`config.mk`:
```
export PLATFORM = sky130hd
export DESIGN_NAME = fir_sample_feeder
export DESIGN_NICKNAME = d
export VERILOG_FILES = /design/src/rtl/fir_sample_feeder.sv
export SDC_FILE = /design/constraint.sdc
export NUM_CORES = 1
export LEC_CHECK = 0
export ABC_AREA = 0
export ABC_CLOCK_PERIOD_IN_PS = 4200
export BUFFER_PORTS_ARGS = -buffer_cell sky130_fd_sc_hd__buf_2
export CORE_ASPECT_RATIO = 1.1
export CORE_MARGIN = 8
export CORE_UTILIZATION = 45
export DETAILED_ROUTE_END_ITERATION = 6
export GPL_TIMING_DRIVEN = 0
export PLACE_DENSITY_LB_ADDON = 0.08
export SLEW_MARGIN = 20
export SYNTH_ARGS = -nofsm -noshare
export SYNTH_HDL_FRONTEND = slang
export SYNTH_SLANG_ARGS = --single-unit
```
`constraint.sdc`:
```
create_clock -name ck -period 4.2 [get_ports ck]
set_clock_uncertainty 0.05 [all_clocks]
set_input_delay 0.42 -clock ck [delete_from_list [all_inputs] [get_ports ck]]
set_output_delay 0.42 -clock ck [all_outputs]
set_load 0.05 [all_outputs]
```
`src/rtl/fir_sample_feeder.sv`:
```
// fir_sample_feeder: buffers producer samples in a small FIFO and hands them
// one at a time to the sequential 16-tap FIR, waiting for its completion
// strobe before issuing the next sample.
// Optional watchdog on the FIR completion: define FIR_SAMPLE_FEEDER_TIMEOUT_EN.
module fir_sample_feeder #(
  parameter int WIDTH   = 16,
  parameter int DEPTH   = 8,
  parameter int TIMEOUT = 32
) (
  input  logic                       ck,
  input  logic                       rst,
  input  logic [WIDTH-1:0]           s_data,
  input  logic                       s_valid,
  output logic                       s_ready,
  output logic [WIDTH-1:0]           fir_in,
  output logic                       fir_input_ready,
  input  logic                       fir_output_ready,
  output logic [$clog2(DEPTH):0]     level,
  output logic                       busy,
  output logic [15:0]                issued_count,
  output logic                       timeout_err
);

  localparam int AW = $clog2(DEPTH);
  localparam int LW = AW + 1;

  typedef enum logic [1:0] {
    IDLE  = 2'd0,
    ISSUE = 2'd1,
    WAIT  = 2'd2
  } state_t;

  state_t           state;
  logic [WIDTH-1:0] mem [DEPTH];
  logic [AW-1:0]    wr_ptr;
  logic [AW-1:0]    rd_ptr;
  logic             full;
  logic             empty;
  logic             push;
  logic             pop;

  // Occupancy is the registered level, so a word pushed into an empty FIFO
  // cannot be popped on the same edge (no fall-through).
  assign full    = (level == LW'(DEPTH));
  assign empty   = (level == '0);
  assign s_ready = !full;
  assign push    = s_valid && !full;
  // A pop only happens when the FSM moves into ISSUE.
  assign pop     = !empty && ((state == IDLE) ||
                              ((state == WAIT) && fir_output_ready));

`ifdef FIR_SAMPLE_FEEDER_TIMEOUT_EN
  localparam int TW = $clog2(TIMEOUT) + 1;
  logic [TW-1:0] wait_cnt;
`else
  // Watchdog not built; the flag is constant low for any legal TIMEOUT.
  assign timeout_err = (TIMEOUT < 0);
`endif

  // Sample storage; contents need no reset because level gates every read.
  always_ff @(posedge ck) begin
    if (push) begin
      mem[wr_ptr] <= s_data;
    end
  end

  // FIFO pointers and occupancy; pointers wrap naturally since DEPTH is 2^n.
  always_ff @(posedge ck or posedge rst) begin
    if (rst) begin
      wr_ptr <= '0;
      rd_ptr <= '0;
      level  <= '0;
    end else begin
      if (push) begin
        wr_ptr <= wr_ptr + AW'(1);
      end
      if (pop) begin
        rd_ptr <= rd_ptr + AW'(1);
      end
      case ({push, pop})
        2'b10:   level <= level + LW'(1);
        2'b01:   level <= level - LW'(1);
        default: level <= level;
      endcase
    end
  end

  // Issue FSM with registered strobe, data word, busy flag and completion count.
  always_ff @(posedge ck or posedge rst) begin
    if (rst) begin
      state           <= IDLE;
      fir_in          <= '0;
      fir_input_ready <= 1'b0;
      busy            <= 1'b0;
      issued_count    <= '0;
`ifdef FIR_SAMPLE_FEEDER_TIMEOUT_EN
      wait_cnt        <= '0;
      timeout_err     <= 1'b0;
`endif
    end else begin
      fir_input_ready <= 1'b0;
      if (pop) begin
        fir_in <= mem[rd_ptr];
      end
      case (state)
        IDLE: begin
          if (pop) begin
            state           <= ISSUE;
            fir_input_ready <= 1'b1;
            busy            <= 1'b1;
          end
        end
        ISSUE: begin
          state <= WAIT;
`ifdef FIR_SAMPLE_FEEDER_TIMEOUT_EN
          wait_cnt <= '0;
`endif
        end
        WAIT: begin
          if (fir_output_ready) begin
            issued_count <= issued_count + 16'd1;
            if (pop) begin
              state           <= ISSUE;
              fir_input_ready <= 1'b1;
            end else begin
              state <= IDLE;
              busy  <= 1'b0;
            end
          end
`ifdef FIR_SAMPLE_FEEDER_TIMEOUT_EN
          else if (wait_cnt == TW'(TIMEOUT - 1)) begin
            timeout_err <= 1'b1;
            state       <= IDLE;
            busy        <= 1'b0;
          end else begin
            wait_cnt <= wait_cnt + TW'(1);
          end
`endif
        end
        default: begin
          state <= IDLE;
          busy  <= 1'b0;
        end
      endcase
    end
  end

endmodule

```
* Yosys cells after proc, flatten, opt, wreduce, memory -nomap -nowiden
Memories as Yosys holds them, arrays and structs flattened. A register that Yosys moved wholly into a read port is not among the register bits.
Index checks and enable logic that the tools add are counted.
** Word-level totals
- Bits in registers :: 30
- RAM bits :: 128
- Bits of input ports :: 20
- Output and inout port bits :: 40
- Logic and storage cells :: 48
- Memories kept :: 1
** Cells by class
- Add/sub/neg operators :: 5
- Equal/unequal tests :: 8
- Mux-type cells :: 14
- Bitwise gates (word level) :: 1
- Reduce and logical (&&, ||, !) cells :: 12
** Memory list
- mem :: words 8, bits a word 16, rd ports 1, clocked after memory_dff 1, write ports 1, RTL line 34 : logic [WIDTH-1:0] mem [DEPTH];
** Operators with widths (number)
- $add A16 B1 Y16 const B :: 1
- $mux W1 :: 8
- $pmux W4 S2 :: 1
- $add A3 B1 Y3 const B :: 2
- $ne A2 B2 Y1 const B :: 3
- $pmux W2 S3 :: 1
- $add A4 B1 Y4 const B :: 1
- $eq A2 B1 Y1 const B :: 2
- $eq A2 B2 Y1 const B :: 2
- $eq A4 B4 Y1 const B :: 1
- $logic_not A4 Y1 :: 1
- $mux W2 :: 2
- $reduce_and A2 Y1 :: 2
- $reduce_and A4 Y1 :: 1
- $sub A4 B1 Y4 const B :: 1
- $logic_and A1 B1 Y1 :: 3
- $pmux W1 S3 :: 1
- $logic_not A1 Y1 :: 2
- $logic_not A2 Y1 :: 1
- $pmux W1 S2 :: 1
- $reduce_bool A2 Y1 :: 1
- $logic_or A1 B1 Y1 :: 1
- $not A1 Y1 :: 1

* Logic depth before layout (Yosys ltp)
Gate-level depths: netlist of the first run.
- Depth after elaboration :: 7
- Mapped depth :: 10
- Mapped depth without buffers :: 8

* Worst setup path after synthesis of the first run
No wires, ideal clock.
- Path type :: register to register
- From :: register level[2]
- To :: memory mem[0][0], enable pin
- Setup time :: 0.430 ns
- Arrival :: 2.886 ns
- Data required time :: 3.720 ns
- Slack :: 0.834 ns
- Stages on the path, launching flop included :: 5
- Path buffers :: 1
- Period minus slack after synthesis :: 3.366 ns
- Path through :: dfrtp_1 or4b_4 buf_6 nand2_1 nor4_1
** On the way
- Longest elaborated chain between the ends :: 5
** RTL lines
- start: declaration :: RTL line 18 : output logic [$clog2(DEPTH):0] level,
- start signal: assignment :: RTL line 81 : 2'b10: level <= level + LW'(1);
- start signal: assignment :: RTL line 82 : 2'b01: level <= level - LW'(1);
- start signal: assignment :: RTL line 83 : default: level <= level;
- $eq A4 B4 Y1 :: RTL line 44 : assign full = (level == LW'(DEPTH));
- $logic_not A1 Y1
- named net s_ready :: RTL line 14 : output logic s_ready,
- $logic_and A1 B1 Y1 :: RTL line 47 : assign push = s_valid && !full;
- $mux W1 :: RTL line 62 : if (push) begin
- $mux W1 (implied by the code) :: RTL line 63 : mem[wr_ptr] <= s_data;
- end: declaration :: RTL line 34
The timed path passes the listed nets, and every way through them passes these cells.

* Worst setup path after layout of the first run
- From :: register level[1]
- To :: register level[2]
** On the way
- Longest elaborated chain between the ends :: 5
- Elaborated cells on any way between the ends :: 12
- Classes of those cells :: add/sub (2); eq/ne (3); mux (1); reduce/logical (6)
** RTL lines
- $logic_not A4 Y1 (*) :: RTL line 45 : assign empty = (level == '0);
- $logic_not A1 Y1 (*) :: RTL line 49 : assign pop = !empty && ((state == IDLE) ||
- $logic_and A1 B1 Y1 (*) :: RTL line 49
- named net pop :: RTL line 40 : logic pop;
- $eq A2 B1 Y1 or $eq A2 B2 Y1 (tied branches) :: RTL line 80 : case ({push, pop})
- $pmux W4 S2 or $reduce_bool A2 Y1 (tied branches)
The timed path passes the listed nets; every way through them passes the cells marked *.
A chain may end at the register's enable or synchronous reset.

==> results of run 1 <==
## path summary, 6_finish.rpt
kind | from | endpoint | slack [ns] | depth (start not counted)
worst max-delay path | level[1] | level[2] | 0.94 | 10
worst min-delay path | s_data[2] | mem[6][2] | 0.20 | 1
worst max register to register | level[1] | level[2] | 0.94 | 10
worst min register to register | issued_count[15] | issued_count[15] | 0.42 | 1
max in group asynchronous | rst | issued_count[10] | 3.10 | 4
min in group asynchronous | rst | fir_in[8] | 0.48 | 3
## stage by stage
stage / util [%] / instance area [sq um] / setup WS [ns]
final: 54.84 / 8223 / 0.9385
after global routing: 54.84 / 8223 / 0.7715
after CTS: 54.84 / 8223 / 0.9091
after detailed placement: 50.56 / 7582 / 0.9253
after global placement: 49.27 / 7388 / -0.4849
after floorplan: - / 6853 / 0.8339
## flip-flops by register name (all words and copies together), names as in the netlist
| signal | count |
|---|---|
| issued_count | 16 |
| wr_ptr | 3 |
| rd_ptr | 3 |
| fir_in | 16 |
| level | 4 |
| busy | 1 |
| mem | 128 |
| state | 2 |
| fir_input_ready | 1 |
## worst max-delay path, cell delays in order, from the launching register on
cell      delay, ns
dfrtp_1        0.38
buf_6          0.14
nor4_2         0.70
nor3_2         0.27
clkbuf_1       0.36
ha_1           0.36
xor2_1         0.16
ha_1           0.19
a41oi_1        0.20
mux2i_1        0.24
xnor2_1        0.13
## kinds of logic after synthesis
kind of cell / Yosys count / synth area share [%]
xor+xnor: 23 / 2.940
fa+ha+maj: 5 / 0.9129
simple gates: 76 / 5.678
other cells: 1 / 0.05472
mux: 55 / 13.95
flops: 174 / 72.89
buf+inv: 24 / 1.662
compound gates: 21 / 1.917
## layout make-up
type                    count  area (sq um)  share of cell area [%]
clock buffers              19         442.9                   5.386
repair buffers             74         460.4                   5.600
clock inverters            13         187.7                   2.282
flip-flops and latches    174          4995                   60.74
inverters                   7         26.28                  0.3195
well taps                 196         245.2                   2.982
multi-input cells         181          1778                   21.62
plain buffers              17         87.58                   1.065
## per-layer routing
layer,GRT usage [%],wire [um]
met1,19.94,6285
met2,23.72,6896
met3,3.522,540
met4,6.183,193
met5,0,0
## synthesized netlist by cell type, drive strengths merged
library cell / number / share of area (%)
nand3: 8 / 0.58
mux2: 4 / 0.66
nand2: 9 / 0.49
buf: 7 / 0.73
nor2b: 3 / 0.27
mux2i: 19 / 2.8
nor2: 31 / 1.7
clkbuf: 10 / 0.55
or4: 2 / 0.22
or2: 1 / 0.091
nand4: 3 / 0.27
xnor2: 14 / 1.8
mux4: 32 / 11
dfrtp: 46 / 17
nor4: 2 / 0.27
edfxtp: 128 / 56
and4b: 1 / 0.15
a41oi: 1 / 0.13
and3b: 1 / 0.13
nor3b: 1 / 0.11
ha: 5 / 0.91
xor2: 9 / 1.2
o21ai: 3 / 0.22
a2111oi: 1 / 0.40
nand2b: 3 / 0.27
inv: 7 / 0.38
a21oi: 16 / 1.2
and4: 1 / 0.13
nor3: 8 / 0.66
or4b: 1 / 0.20
conb: 1 / 0.055
nand4b: 1 / 0.13
## where the power goes
part | leakage, nW | switching, mW | internal [mW]
combinational | 1.03 | 1.38 | 0.826
clock | 0.300 | 0.653 | 1.01
sequential | 1.70 | 0.190 | 2.22
==> impl_metrics.env, run 1 <==
export IMPL_outcome="finished, final reports clean"
export IMPL_grt_pass1_vias=3789
export IMPL_hold_class="in2reg"
export IMPL_syn_num_nets=404
export IMPL_finalCritPeriodShare_pct=77.65
export IMPL_cts_setup_buffers=0
export IMPL_drc=0
export IMPL_drv_cap=0
export IMPL_cp_start_kind="register"
export IMPL_rsz0062_at_grt="false"
export IMPL_dieArea_sq_mm=0.01944
export IMPL_grt_pass1_wl_mm=22.11
export IMPL_num_fill_cells=1205
export IMPL_fp_row_count=47
export IMPL_report_final_slew_viol_count=0
export IMPL_nets=497
export IMPL_avgSynthCellArea_sq_um=18.08
export IMPL_cts_buffers=17
export IMPL_final_common_cell="edfxtp_1"
export IMPL_cp_end_kind="register"
export IMPL_layout_min_cycle_time_ns=3.261
export IMPL_p_leak_nw=3.036
export IMPL_synth_cell_types=36
export IMPL_drive_gt1_share_pct=33.20
export IMPL_grt_overflow_total=0
export IMPL_crit_type="reg2reg"
export IMPL_insertion_delay_ns=0.43
export IMPL_p_per_area_mw_per_mm2=764.4
export IMPL_path_max_fanout=10
export IMPL_fmax_ghz=0.3066
export IMPL_finalHoldViolations=0
export IMPL_dp_cells=648
export IMPL_whs_ns=0.2030
export IMPL_hold_buffers=1
export IMPL_avgViaCountPerCell=5.267
export IMPL_cts_resized=0
export IMPL_grt_usage_pct=15.15
export IMPL_final_cell_mix="edfxtp_1, buf_2, dfrtp_1, mux4_2, nor2_1"
export IMPL_tns_ns=0
export IMPL_cts_max_level=4
export IMPL_syn_inst=379
export IMPL_die_h_um=145.4
export IMPL_slew_headroom_pct=38.49
export IMPL_coreArea_sq_mm=0.01500
export IMPL_hpwl_mm=9.523
export IMPL_clkTransAtPathRegs_ns=0.07
export IMPL_peakVddDrop_mv=0.3014
export IMPL_clock_sinks=174
export IMPL_via_count=3587
export IMPL_ant_nets=0
export IMPL_cts_tree="built"
export IMPL_wl_mm=13.92
export IMPL_routedWlPerCell_um=20.43
export IMPL_cp_required_ns=4.50
export IMPL_die_w_um=133.7
export IMPL_clk_path_buf_depth=2
export IMPL_ys_seq_area_share_pct=72.89
export IMPL_antenna_found_initial=0
export IMPL_portBuffers=58
export IMPL_gp_congestion=0.7668
export IMPL_arrival_ns=3.56
export IMPL_instances_no_fill=681
export IMPL_drt_pass1_iterations=6
export IMPL_syn2layout_area_growth_pct=19.99
export IMPL_synth_area_sq_mm=0.006853
export IMPL_power_mw=6.285
export IMPL_finalSetupViolCount=0
export IMPL_start_util_pct=45.70
export IMPL_antenna_cells=0
export IMPL_cts_root_buffer="clkbuf_16"
export IMPL_ys_warn_count=0
export IMPL_synth_seq_cells=174
export IMPL_grt_max_degree=31
export IMPL_worstMarginPinSlew_ns=0.9226
export IMPL_drt_first_iter_violations=174
export IMPL_boundaryPins=60
Power figures use the tool's default switching activity.
==> run 2: changes to the inputs <==
ABC_AREA = 1   (was 0)
ABC_CLOCK_PERIOD_IN_PS = 2650   (was 4200)
clock period = 2.65 ns   (was 4.2 ns; I/O delays follow)
==> impl_metrics.env, run 2 <==
export IMPL_synth_top_area_share_pct=52.41
export IMPL_placed_cell_area_sq_mm=0.007974
export IMPL_clk_path_buf_depth=2
export IMPL_fmax_ghz=0.4227
export IMPL_drive_gt1_share_pct=25.57
export IMPL_rsz0062_at_grt="false"
export IMPL_busiest_layer="met2"
export IMPL_clock_sinks=174
export IMPL_syn_inst=609
export IMPL_antenna_found_initial=0
export IMPL_whs_ns=0.05874
export IMPL_syn2layout_area_growth_pct=17.35
export IMPL_yosysTopAreaCell="edfxtp_1"
export IMPL_cts_tree="built"
export IMPL_synth_seq_cells=174
export IMPL_drc=0
export IMPL_worstReg2RegStart="level[1]"
export IMPL_drv_cap=0
export IMPL_cts_root_buffer="clkbuf_16"
export IMPL_ys_warn_count=0
export IMPL_finalSetupViolCount=0
export IMPL_drt_first_iter_violations=396
export IMPL_grt_use_met3_pct=4.500
export IMPL_die_h_um=149.9
export IMPL_gp_congestion=0.7790
export IMPL_worstHoldPathCells=1
export IMPL_final_cell_mix="edfxtp_1, nor2_1, nand2_1, buf_2, o21ai_1"
export IMPL_hpwl_mm=11.26
export IMPL_fp_row_count=49
export IMPL_via_count=4684
export IMPL_grt_util_met1_pct=23.13
export IMPL_drt_pass1_iterations=4
export IMPL_wl_mm=17.29
export IMPL_min_delay_worst_endpoint="mem[5][1]"
export IMPL_antenna_cells=0
export IMPL_cts_resized=0
export IMPL_reg2reg_to="mem[3][11]"
export IMPL_finalHoldViolations=0
export IMPL_p_leak_nw=3.415
export IMPL_crit_type="reg2reg"
export IMPL_cp_required_ns=2.64
export IMPL_die_w_um=137.7
export IMPL_synth_area_leaders="edfxtp_1, dfrtp_1, nor2_1"
export IMPL_grt_pass1_wl_mm=27.10
export IMPL_synth_cell_types=31
export IMPL_top_regs="mem x128, fir_in x16, issued_count x16"
export IMPL_grt_max_degree=25
export IMPL_syn_num_nets=634
export IMPL_outcome="finished, final reports clean"
export IMPL_coreArea_sq_mm=0.01612
export IMPL_grt_pass1_vias=4633
export IMPL_hp_start="s_data[1]"
export IMPL_arrival_ns=2.35
export IMPL_synth_area_sq_mm=0.007333
export IMPL_regMostFlops="mem"
export IMPL_insertion_delay_ns=0.42
export IMPL_cp_start_kind="register"
export IMPL_avgSynthCellArea_sq_um=12.04
export IMPL_portBuffers=58
export IMPL_nets=716
export IMPL_worstMarginPinSlew_ns=1.135
export IMPL_ant_nets=0
export IMPL_boundaryPins=60
export IMPL_largest_reg_flops=128
export IMPL_grt_usage_pct=17.72
export IMPL_synth_edf_count=128
export IMPL_peakVddDrop_mv=0.6241
export IMPL_avgViaCountPerCell=5.159
export IMPL_p_per_area_mw_per_mm2=1283
export IMPL_cp_end_kind="register"
export IMPL_cts_max_level=4
export IMPL_gr_usage_met2_pct=28.46
export IMPL_fin_area_sq_mm=0.008606
export IMPL_hold_class="in2reg"
export IMPL_reg2reg_depth=6
export IMPL_ys_flop_type="edfxtp_1"
export IMPL_clkTransAtPathRegs_ns=0.07
export IMPL_dieArea_sq_mm=0.02064
export IMPL_yosysMostFrequentCell="nor2_1"
export IMPL_grt_overflow_total=0
export IMPL_async_reset_ff_share_pct=26.44
export IMPL_cts_buffers=17
export IMPL_start_util_pct=45.48
export IMPL_layout_min_cycle_time_ns=2.366
export IMPL_ys_seq_area_share_pct=68.11
export IMPL_path_max_fanout=16
export IMPL_rrSetupSlack_ns=0.28
export IMPL_routedWlPerCell_um=19.04
export IMPL_synthTopCellsByCount="nor2_1, edfxtp_1, nand2_1, o21ai_1, dfrtp_1"
export IMPL_slew_headroom_pct=24.25
export IMPL_final_common_cell="edfxtp_1"
export IMPL_finalCritPeriodShare_pct=89.27
export IMPL_report_final_slew_viol_count=0
[run 2: cell count changes after synthesis, moves of 15 or more]
| cell | previous run | this run |
|---|---|---|
| nand2_1 | 9 | 90 |
| a21oi_1 | 16 | 1 |
| mux4_2 | 32 | 0 |
| inv_1 | 7 | 23 |
| nor2_1 | 31 | 129 |
| o21ai_0 | 3 | 20 |
| mux2i_1 | 19 | 0 |
| o21ai_1 | 0 | 49 |
| o211ai_2 | 0 | 32 |
[run 2: how the worst max path moves through the flow]
stage,from,endpoint,slack (ns),cells after the start
after CTS,level[0],mem[3][9],0.24,6
after detailed placement,level[1],mem[3][9],0.26,6
final,level[1],mem[3][11],0.28,6
after global routing,level[1],mem[3][10],0.12,6
after global placement,level[0],mem[0][9],-0.29,5
after floorplan,level[1],mem[0][0],-0.14,5
[run 2: timing repair]
action | in CTS | in global routing
hold buffers | 1 | 0
hold endpoints to repair | 23 | 0
setup buffers | 0 | 0
[run 2: area by class of cell]
class                   count  area, sq um
plain buffers              29        205.2
clock buffers              18        429.2
clock inverters            14        192.7
fillers                  1414         7518
inverters                  29        108.9
multi-input cells         377         2054
flip-flops and latches    174         4995
well taps                 204        255.2
repair buffers             63        365.4
[run 2: cells by family (layout without fill, tap and decap cells)]
| logic type | Yosys count | in the layout | share of synthesized area [%] |
|---|---|---|---|
| simple gates | 248 | 248 | 14.02 |
| flops | 174 | 174 | 68.11 |
| compound gates | 106 | 106 | 10.65 |
| buf+inv | 58 | 153 | 4.283 |
| xor+xnor | 17 | 17 | 2.030 |
| fa+ha+maj | 5 | 5 | 0.8531 |
| other cells | 1 | 1 | 0.05114 |
[run 2: stage by stage]
stage               instances  util (%)  setup TNS [ns]  power (mW)  setup WS (ns)
floorplan                 609         -          -8.672       7.124        -0.1355
global placement          871     48.93          -12.07       8.373        -0.2912
detailed placement        875     49.45               0       8.505         0.2598
CTS                       908     53.37               0       11.14         0.2361
global route              908     53.37               0       11.68         0.1240
finish                    908     53.37               0       11.04         0.2843
[run 2: critical path, stage by stage (launching register included)]
cell	delay [ns]
dfrtp_1	0.45
nor2_2	0.08
nand2_1	0.09
nand2_2	0.10
inv_2	0.11
nand2_1	0.19
nor2_2	0.91
[run 2: layer usage]
layer	part of all wire (%)	wire, um
met4	1.6	278
met2	47	8177
met1	45	7789
met3	6.0	1046
met5	0	0
[run 2: where the power goes]
part / switching (mW) / internal, mW
Sequential: 0.278 / 3.53
Clock: 1.04 / 1.58
Combinational: 3.26 / 1.35
Total: 4.58 / 6.46
